--- src/rtl/cpu_pkg.sv ---
// Shared definitions for the 8-bit RISC CPU: bus widths and opcode encodings
// used by the fetch stage, the controller and the ALU.
package cpu_pkg;

  localparam int DATA_W = 8;
  localparam int ADDR_W = 13;
  localparam int INSN_W = 2 * DATA_W;
  localparam int OPC_W  = INSN_W - ADDR_W;

  localparam logic [OPC_W-1:0] OP_HLT  = 3'b000;
  localparam logic [OPC_W-1:0] OP_SKZ  = 3'b001;
  localparam logic [OPC_W-1:0] OP_ADD  = 3'b010;
  localparam logic [OPC_W-1:0] OP_ANDD = 3'b011;
  localparam logic [OPC_W-1:0] OP_XORR = 3'b100;
  localparam logic [OPC_W-1:0] OP_LDA  = 3'b101;
  localparam logic [OPC_W-1:0] OP_STO  = 3'b110;
  localparam logic [OPC_W-1:0] OP_JMP  = 3'b111;

endpackage

--- src/rtl/pc_counter.sv ---
// Program counter: loadable up-counter, load beats increment, frozen while
// hold is high, cleared synchronously by clear.
module pc_counter
  import cpu_pkg::*;
#(
  parameter int ADDR_W = cpu_pkg::ADDR_W
) (
  input  logic              clk,
  input  logic              rst_n,
  input  logic              clear,
  input  logic              hold,
  input  logic              load,
  input  logic              inc,
  input  logic [ADDR_W-1:0] load_val,
  output logic [ADDR_W-1:0] count
);

  // PC register; increment wraps naturally at 2^ADDR_W
  always_ff @(posedge clk or negedge rst_n) begin
    if (!rst_n) begin
      count <= '0;
    end else if (clear) begin
      count <= '0;
    end else if (!hold) begin
      if (load) begin
        count <= load_val;
      end else if (inc) begin
        count <= count + ADDR_W'(1);
      end
    end
  end

endmodule

--- src/rtl/fetch_unit.sv ---
// Instruction-fetch stage: assembles the 16-bit IR from two memory bytes,
// owns the PC and the sticky halt flag, and muxes the memory address.
module fetch_unit
  import cpu_pkg::*;
#(
  parameter int DATA_W = cpu_pkg::DATA_W,
  parameter int ADDR_W = cpu_pkg::ADDR_W
) (
  input  logic              clk,
  input  logic              rst_n,
  input  logic              ena,
  input  logic              fetch,
  input  logic [DATA_W-1:0] data,
  input  logic              load_ir,
  input  logic              inc_pc,
  input  logic              load_pc,
  input  logic              halt,
  output logic [2:0]        opcode,
  output logic [ADDR_W-1:0] ir_addr,
  output logic [ADDR_W-1:0] pc_addr,
  output logic [ADDR_W-1:0] addr,
  output logic              ir_valid,
  output logic              halted
);

  localparam int IR_W = 2 * DATA_W;

  logic [IR_W-1:0] ir;
  logic            hi_lo;

  // IR byte assembly and halt flag; hi_lo drops whenever load_ir does so a
  // partial fetch can never shift the next instruction by one byte
  always_ff @(posedge clk or negedge rst_n) begin
    if (!rst_n) begin
      ir       <= '0;
      hi_lo    <= 1'b0;
      ir_valid <= 1'b0;
      halted   <= 1'b0;
    end else if (!ena) begin
      ir       <= '0;
      hi_lo    <= 1'b0;
      ir_valid <= 1'b0;
      halted   <= 1'b0;
    end else begin
      if (halt) begin
        halted <= 1'b1;
      end
      if (!halted) begin
        if (load_ir) begin
          if (!hi_lo) begin
            ir[IR_W-1:DATA_W] <= data;
            hi_lo             <= 1'b1;
            ir_valid          <= 1'b0;
          end else begin
            ir[DATA_W-1:0] <= data;
            hi_lo          <= 1'b0;
            ir_valid       <= 1'b1;
          end
        end else begin
          hi_lo <= 1'b0;
        end
      end
    end
  end

  assign opcode  = ir[IR_W-1:ADDR_W];
  assign ir_addr = ir[ADDR_W-1:0];

  // The halt edge itself still updates PC; freezing starts one edge later
  pc_counter #(.ADDR_W(ADDR_W)) u_pc (
    .clk      (clk),
    .rst_n    (rst_n),
    .clear    (!ena),
    .hold     (halted),
    .load     (load_pc),
    .inc      (inc_pc),
    .load_val (ir_addr),
    .count    (pc_addr)
  );

  // Memory address mux, purely combinational
  always_comb begin
    addr = fetch ? pc_addr : ir_addr;
  end

endmodule
--- config.mk ---
export PLATFORM = sky130hd
export DESIGN_NAME = fetch_unit
export DESIGN_NICKNAME = d
export VERILOG_FILES = /design/src/rtl/cpu_pkg.sv /design/src/rtl/pc_counter.sv /design/src/rtl/fetch_unit.sv
export SDC_FILE = /design/constraint.sdc
export NUM_CORES = 1
export LEC_CHECK = 0
export ABC_AREA = 1
export BUFFER_PORTS_ARGS = -buffer_cell sky130_fd_sc_hd__buf_2
export CAP_MARGIN = 30
export CORE_ASPECT_RATIO = 1.5
export CORE_MARGIN = 4
export CORE_UTILIZATION = 45
export CTS_CLUSTER_SIZE = 14
export DETAILED_ROUTE_END_ITERATION = 6
export GPL_ROUTABILITY_DRIVEN = 0
export PLACE_DENSITY = 0.82
export SYNTH_ARGS = -nofsm -noshare
export SYNTH_HDL_FRONTEND = slang
export SYNTH_SLANG_ARGS = --single-unit
--- constraint.sdc ---
create_clock -name clk -period 1.3 [get_ports clk]
set_clock_uncertainty 0.1 [all_clocks]
set_input_delay 0.13 -clock clk [delete_from_list [all_inputs] [get_ports clk]]
set_output_delay 0.13 -clock clk [all_outputs]
set_load 0.02 [all_outputs]
# After elaboration in Yosys (flattened, before gate mapping)
# Index checks and enable logic that the tools add are counted.
[word_totals]
reg_bits = 32
word_cells = 37
out_inout_bits = 44
[op_classes]
n_mux = 20
n_reduce_logical = 4
eq_ne = 6
n_addsub = 1
[ops]
columns = ["op", "count"]
rows = [
  ["13-bit 2-to-1 mux", 5],
  ["16-bit 2-to-1 mux", 3],
  ["8-bit 2-to-1 mux", 2],
  ["13-bit by 1-bit adder with 13-bit output, second input constant", 1],
  ["1-bit 2-to-1 mux", 10],
  ["2-bit by 1-bit inequality test with 1-bit output, second input constant", 3],
  ["3-bit AND reduction", 2],
  ["2-bit inequality test, second input constant", 2],
  ["2-bit AND reduction", 2],
  ["3-bit by 1-bit inequality test with 1-bit output, second input constant", 1],
]

# Depth between registers and ports, before layout
# Gate-level depths: netlist of the first run.
[logic_depth]
ltp_word = 5
ltp_mapped = 9

# By module
# Synthesis of the first run repeated with hierarchy kept, for this count alone.
[unflattened]
cells_unflattened = 284
hier_area_um2 = 1973.1
[by_module_without_submodules]
columns = ["module", "area_each_um2", "seq_area_each_um2", "n_inst", "cells_per_inst"]
rows = [
  ["fetch_unit", 1034.7, 475.5, 1, 142],
  ["pc_counter", 938.4, 325.3, 1, 142],
]

# Worst setup path after synthesis of the first run
# Ideal clock, no wire load.
[synth_timing]
path_type = "flip-flop to flip-flop"
from = "register u_pc.count[1]"
to = "register u_pc.count[10]"
required_ns = 1.083
setup_ns = 0.117
path_stages_with_launch = 9
period_less_slack_ns = 1.519
arrival_ns = 1.302
path_buffers = 0
path_slack_ns = -0.219
cell_sequence = "dfrtp_1 > ha_1 > nand2_1 > nor2_2 > nand3_1 > nand2_1 > nand3_1 > nand2_1 > nand2_1"
[synth_between]
elab_chain_cells = 5
[synth_rtl]
columns = ["element", "line", "source"]
rows = [
  ["start, declared", "pc_counter.sv:15", "output logic [ADDR_W-1:0] count"],
  ["start signal, assigned", "pc_counter.sv:26", "count <= load_val;"],
  ["start signal, assigned", "pc_counter.sv:28", "count <= count + ADDR_W'(1);"],
  ["13-bit by 1-bit adder with 13-bit output", "pc_counter.sv:28", ""],
  ["13-bit 2-to-1 mux", "pc_counter.sv:27", "end else if (inc) begin"],
  ["13-bit 2-to-1 mux", "pc_counter.sv:25", "if (load) begin"],
  ["13-bit 2-to-1 mux", "pc_counter.sv:24", "end else if (!hold) begin"],
  ["13-bit 2-to-1 mux", "pc_counter.sv:22", "end else if (clear) begin"],
]
# No other way between the ends. The select of a mux whose other input is x is not followed.
# A chain may end at the register's enable or synchronous reset.

# Worst setup path after layout of the first run
[layout_timing]
from = "register u_pc.count[1]"
to = "register u_pc.count[8]"
# Same word-level chain as after synthesis.

==> flow_summary.yaml, run 1 <==
min_path:
  min_path_cells: 3
  min_path_type: "input pin to register"
  hold_end: "ir[13]"
  timing.hold.worst.start: "data[5]"
power:
  power_leakage_nw: 1.41
  irDropWorstVdd_v: 0.000819
  power.density_nw_per_um2: 1130
detailed_routing:
  ant_nets: 0
  drc: 0
  dr.pass1.iters: 4
  num_vias: 2097
  wl_microns: 6080
  drtIter0Drc: 84
  viasPerCell: 5.30
  wl_per_cell_microns: 15.3
sta:
  max_slew_margin_pct: 71.8
  whs_ns: 0.0175
  period_share_pct: 107
  setup_viol: 10
  tightest_slew_ns: 0.423
  hold_violations: 0
  layout_setup_ws_ns: -0.0935
  final.setup.tns_ns: -0.464
  fin_crit_ns: 1.39
  rsz0062_at_grt: "yes"
  finalMaxSlewViolations: 0
  max_freq_mhz: 718
synthesis:
  ys.flop_type: "dfrtp_1"
  synth_area_sq_um: 1850
  syn_nets: 273
  synth_cell_types: 25
  synth-seq-cells: 32
  post_synth.cell_area_avg_sq_um: 7.22
  async_reset_ff_share_pct: 100
  synth_edf_count: 0
  ys_seq_area_share_pct: 43.3
  syn-instance-count: 256
  yosys_warnings: 0
layout:
  layout-drive-gt1-share_pct: 43.6
  finish.utilization_pct: 69.2
  diodes: 0
  nNetsFinal: 368
  layout.cells.non_filler: 396
  areaGrowthSynthToFinish_pct: 48.2
setup_path:
  end_kind: "register"
  critPathTopFamily: "simple AND/OR/NAND/NOR gates"
  crit_path_start_kind: "register"
  worstPathCellList: "ha_4, nand2_2, nor2_4, nand2_1, nand2_1, nand3_2, nand2_1, nand2_1"
  r2r_setup_slack_ns: -0.09
  worst_ep_required_time_ns: 1.37
  path_class: "register to register"
  reg2reg_to: "u_pc.count[8]"
  max_stage_delay_ns: 0.42
  rr_worst_depth: 8
  crit_arrival_ns: 1.47
  crit_buf_inv: 0
  critPathSlowestCell: "dfrtp_2"
  crit_start: "u_pc.count[1]"
  cp.depth: 8
  cpMostUsedCell: "nand2_1"
  reg2reg_from: "u_pc.count[1]"
  worstPathMaxFanout: 6
cts:
  cts.clk_slew.worst_paths_ns: 0.07
  cts_max_level: 2
  clk_latency_ns: 0.29
  clock-sinks: 32
  clk_path_buf_depth: 2
  numCtsBuffers: 5
  cts_root_buf: "clkbuf_8"
  tritoncts: "done"
run_status:
  status: "complete, but fails checks"
  failed_checks: "setup timing"
grt:
  gr-usage-all-layers_pct: 23.6
  grt_pass1_wl_microns: 9250
  grt.overflow.total: 0
  antenna_found_initial: 0
  grt_max_degree: 27
  grt_pass1_vias: 2108
die:
  die_area_sq_um: 5220
  core_area_sq_um: 3960
  die_w_microns: 60.3
  ios: 60
  initial_utilization_pct: 46.7
  die_y_microns: 86.5
  rows: 28
placed_design:
  port_buffers: 59
  place_inst: 372
  hpwl_microns: 4050
job:
  maxCapViolCount: 0
## state kept, by name (all words and copies together) (netlist names)
register	flops
halted	1
hi_lo	1
ir	16
ir_valid	1
u_pc.count	13
## cells in the final DEF, fill, tap and decap left out, types with 8 or more instances in the layout
master,count
buf_2,48
buf_4,36
buf_6,10
dfrtp_1,25
inv_1,22
inv_2,8
nand2_1,81
nand2_2,12
nand3_1,13
o21ai_1,25
## Yosys cell counts, types with 2 or more instances
cell | instances | area [sq um]
a21oi_1 | 7 | 35.0
a21oi_2 | 7 | 61.3
buf_2 | 4 | 20.0
clkbuf_1 | 4 | 15.0
dfrtp_1 | 32 | 801
inv_1 | 22 | 82.6
inv_2 | 8 | 30.0
nand2_1 | 93 | 349
nand2_2 | 2 | 12.5
nand3_1 | 16 | 80.1
nand3b_1 | 2 | 15.0
nand4_1 | 4 | 25.0
nor2_1 | 8 | 30.0
nor2_2 | 4 | 25.0
o21ai_0 | 4 | 20.0
o21ai_1 | 26 | 130
o22ai_1 | 2 | 12.5
xnor2_1 | 2 | 17.5
xor2_1 | 3 | 26.3
## power by group
| part | switching, mW | internal (mW) | leakage (nW) |
|---|---|---|---|
| combinational | 0.619 | 0.434 | 0.957 |
| sequential | 0.0975 | 1.10 | 0.406 |
| clock | 0.371 | 0.471 | 0.0503 |
| total | 1.09 | 2.00 | 1.41 |
## worst reg2reg max path, stage by stage (launching register included)
cell     delay, ns
dfrtp_2       0.42
ha_4          0.17
nand2_2       0.06
nor2_4        0.17
nand2_1       0.08
nand2_1       0.07
nand3_2       0.06
nand2_1       0.08
nand2_1       0.07
## stage by stage
step                total power, mW  instance area (sq um)  setup slack [ns]
CTS                            2.99                   2600           -0.0414
detailed placement             2.08                   2360           -0.0261
global route                   3.24                   2740            -0.176
global placement               2.05                   2360            0.0193
floorplan                      1.71                   1880           -0.0541
finish                         3.09                   2740           -0.0935
## routing by layer
layer	vias to the layer above	GRT usage, %	wire, microns
li1	1007	-	-
met4	0	15.1	203
met3	19	5.96	388
met1	985	25.0	2210
met2	86	40.3	3270
met5	-	0	0
## what timing repair did
| item | in CTS | in global routing |
|---|---|---|
| setup endpoints to repair | 17 | 32 |
| gates resized for setup | 19 | 27 |
| setup buffers | 8 | 8 |
| hold endpoints to repair | 33 | 0 |
| pin swaps | 5 | 6 |
| hold buffers | 2 | 0 |
## logic make-up (layout without fill, tap and decap cells)
logic type      after synthesis  after routing  share of synthesized area (%)
compound gates               47             47                           14.4
flops                        32             32                           43.3
xor+xnor                      5              5                           2.37
buf+inv                      40            135                           9.00
simple gates                131            131                           30.2
fa+ha+maj                     1              1                          0.677
## area by class of cell
cell class	count	area, sq um
inverters	30	113
fillers	320	1220
repair buffers	98	683
clock buffers	7	96.3
flip-flops and latches	32	810
well taps	45	56.3
multi-input cells	184	981
## how the worst max path moves through the flow
stage	end
5_1_grt	u_pc.count[8]
2_1_floorplan	u_pc.count[10]
4_1_cts	addr[1]
6_report	u_pc.count[8]
3_5_place_dp	u_pc.count[6]
3_3_place_gp	u_pc.count[6]
(Power assumes the default switching activity.)
==> inputs of run 2 (changes only) <==
- CORE_MARGIN: 4 -> 8
- CORE_UTILIZATION: 45 -> 54
- PLACE_DENSITY: 0.82 -> 0.91
- clock period: 1.3 -> 1.7 ns (I/O delays scaled with it)
==> flow_summary.yaml, run 2 (synthesized netlist as in run 1, its figures left out) <==
run_status:
  status: "finished, final reports clean"
cts:
  post_cts_buffers: 0
  clock-sinks: 32
  clk_path_buf_depth: 2
  clk_latency_ns: 0.29
  numCtsBuffers: 5
  cts.clk_slew.worst_paths_ns: 0.07
  tritoncts: "done"
  cts_root_buf: "clkbuf_8"
  cts_max_level: 2
power:
  irDropWorstVdd_v: 0.000660
  power_leakage_nw: 1.21
  switching_power_uw: 757
  swShare_pct: 36.7
  p_seq_share_pct: 44.8
  pwr-share-clk_pct: 26.8
  comb_power_share_pct: 28.3
  internal_power_mw: 1.30
  power.density_nw_per_um2: 903
placed_design:
  hpwl_microns: 3920
  port_buffers: 59
die:
  die_w_microns: 63.8
  ios: 60
  initial_utilization_pct: 55.2
  die_area_sq_um: 5590
  rows: 26
  die_y_microns: 87.7
  core_area_sq_um: 3350
setup_path:
  path_class: "register to register"
  worstPathMaxFanout: 6
  worst_ep_required_time_ns: 1.79
  crit_arrival_ns: 1.63
  r2r_setup_slack_ns: 0.16
  rr_worst_depth: 8
  crit_path_start_kind: "register"
  end_kind: "register"
layout:
  areaGrowthSynthToFinish_pct: 23.5
  largest_reg_flops: 16
  layout-drive-gt1-share_pct: 29.2
  largest_register: "ir"
  final_common_cell: "nand2_1"
  final_cell_mix: "93 x nand2_1, 59 x buf_2, 32 x dfrtp_1"
  nNetsFinal: 336
  top_regs: "ir x16, u_pc.count x13"
  fillerInstances: 280
  diodes: 0
sta:
  max_slew_margin_pct: 51.2
  finalMaxSlewViolations: 0
  rsz0062_at_grt: "no"
  tightest_slew_ns: 0.733
  setup_viol: 0
  fin_crit_ns: 1.54
  whs_ns: 0.0494
  final.setup.tns_ns: 0
  hold_violations: 0
  period_share_pct: 90.9
  max_freq_mhz: 647
detailed_routing:
  viasPerCell: 5.31
  drc: 0
  drtIter0Drc: 130
  wl_per_cell_microns: 14.6
  ant_nets: 0
  dr.pass1.iters: 5
  wl_microns: 5260
  num_vias: 1916
min_path:
  min_path_cells: 3
  min_path_type: "input pin to register"
job:
  maxCapViolCount: 0
grt:
  gr-usage-all-layers_pct: 19.4
  grt_max_degree: 33
  grt.overflow.total: 0
  grt_pass1_wl_microns: 8470
  antenna_found_initial: 0
  grt_pass1_vias: 1895
run 2: worst max-delay path, stage by stage (launching register included):
cell,delay (ns)
dfrtp_1,0.44
ha_1,0.26
nand2_1,0.11
nor2_4,0.16
nand3_1,0.10
nand2_1,0.07
nand3_1,0.07
nand2_1,0.08
nand2_1,0.05
run 2: through the flow:
stage	total power, mW	std cells	util (%)	setup WS (ns)	cell area [sq um]
floorplan	1.29	256	-	0.181	1850
global placement	1.50	352	65.0	0.271	2180
detailed placement	1.52	352	65.0	0.165	2180
CTS	2.07	361	68.0	0.153	2280
global route	2.17	361	68.1	0.0498	2280
finish	2.06	361	68.1	0.155	2280
run 2: cell type report:
| type | instances | area (sq um) | area share [%] |
|---|---|---|---|
| Sequential cell | 32 | 801 | 35.1 |
| Clock buffer | 6 | 72.6 | 3.18 |
| Inverter | 30 | 113 | 4.93 |
| Clock inverter | 1 | 5.00 | 0.219 |
| Tap cell | 42 | 52.6 | 2.30 |
| Multi-Input combinational cell | 184 | 886 | 38.8 |
| Timing Repair Buffer | 66 | 353 | 15.5 |
run 2: final timing paths:
kind,startpoint,endpoint
min in group asynchronous,rst_n,halted
max reg2reg,u_pc.count[0],u_pc.count[10]
min,data[7],ir[15]
max in group asynchronous,rst_n,ir[9]
max,u_pc.count[0],u_pc.count[10]
min reg2reg,ir_valid,ir_valid
run 2: what timing repair did:
item	CTS	global route
gates resized for setup	0	1
hold endpoints to repair	33	0
hold buffers	2	0
endpoints found under the setup margin	0	2
run 2: power groups by stage:
| stage | combinational [mW] | sequential (mW) | clock [mW] |
|---|---|---|---|
| 3_5_place_dp | 0.581 | 0.936 | 0 |
| 4_1_cts | 0.588 | 0.923 | 0.560 |
| 2_1_floorplan | 0.283 | 1.01 | 0 |
| 5_1_grt | 0.643 | 0.932 | 0.596 |
| 6_report | 0.584 | 0.924 | 0.552 |
| 3_3_place_gp | 0.568 | 0.931 | 0 |
run 2: per-layer routing:
metal	part of all wire (%)	global-route usage, %
met1	35	19.0
met2	54	33.7
met3	7.2	7.04
met4	3.6	13.2
met5	0	0
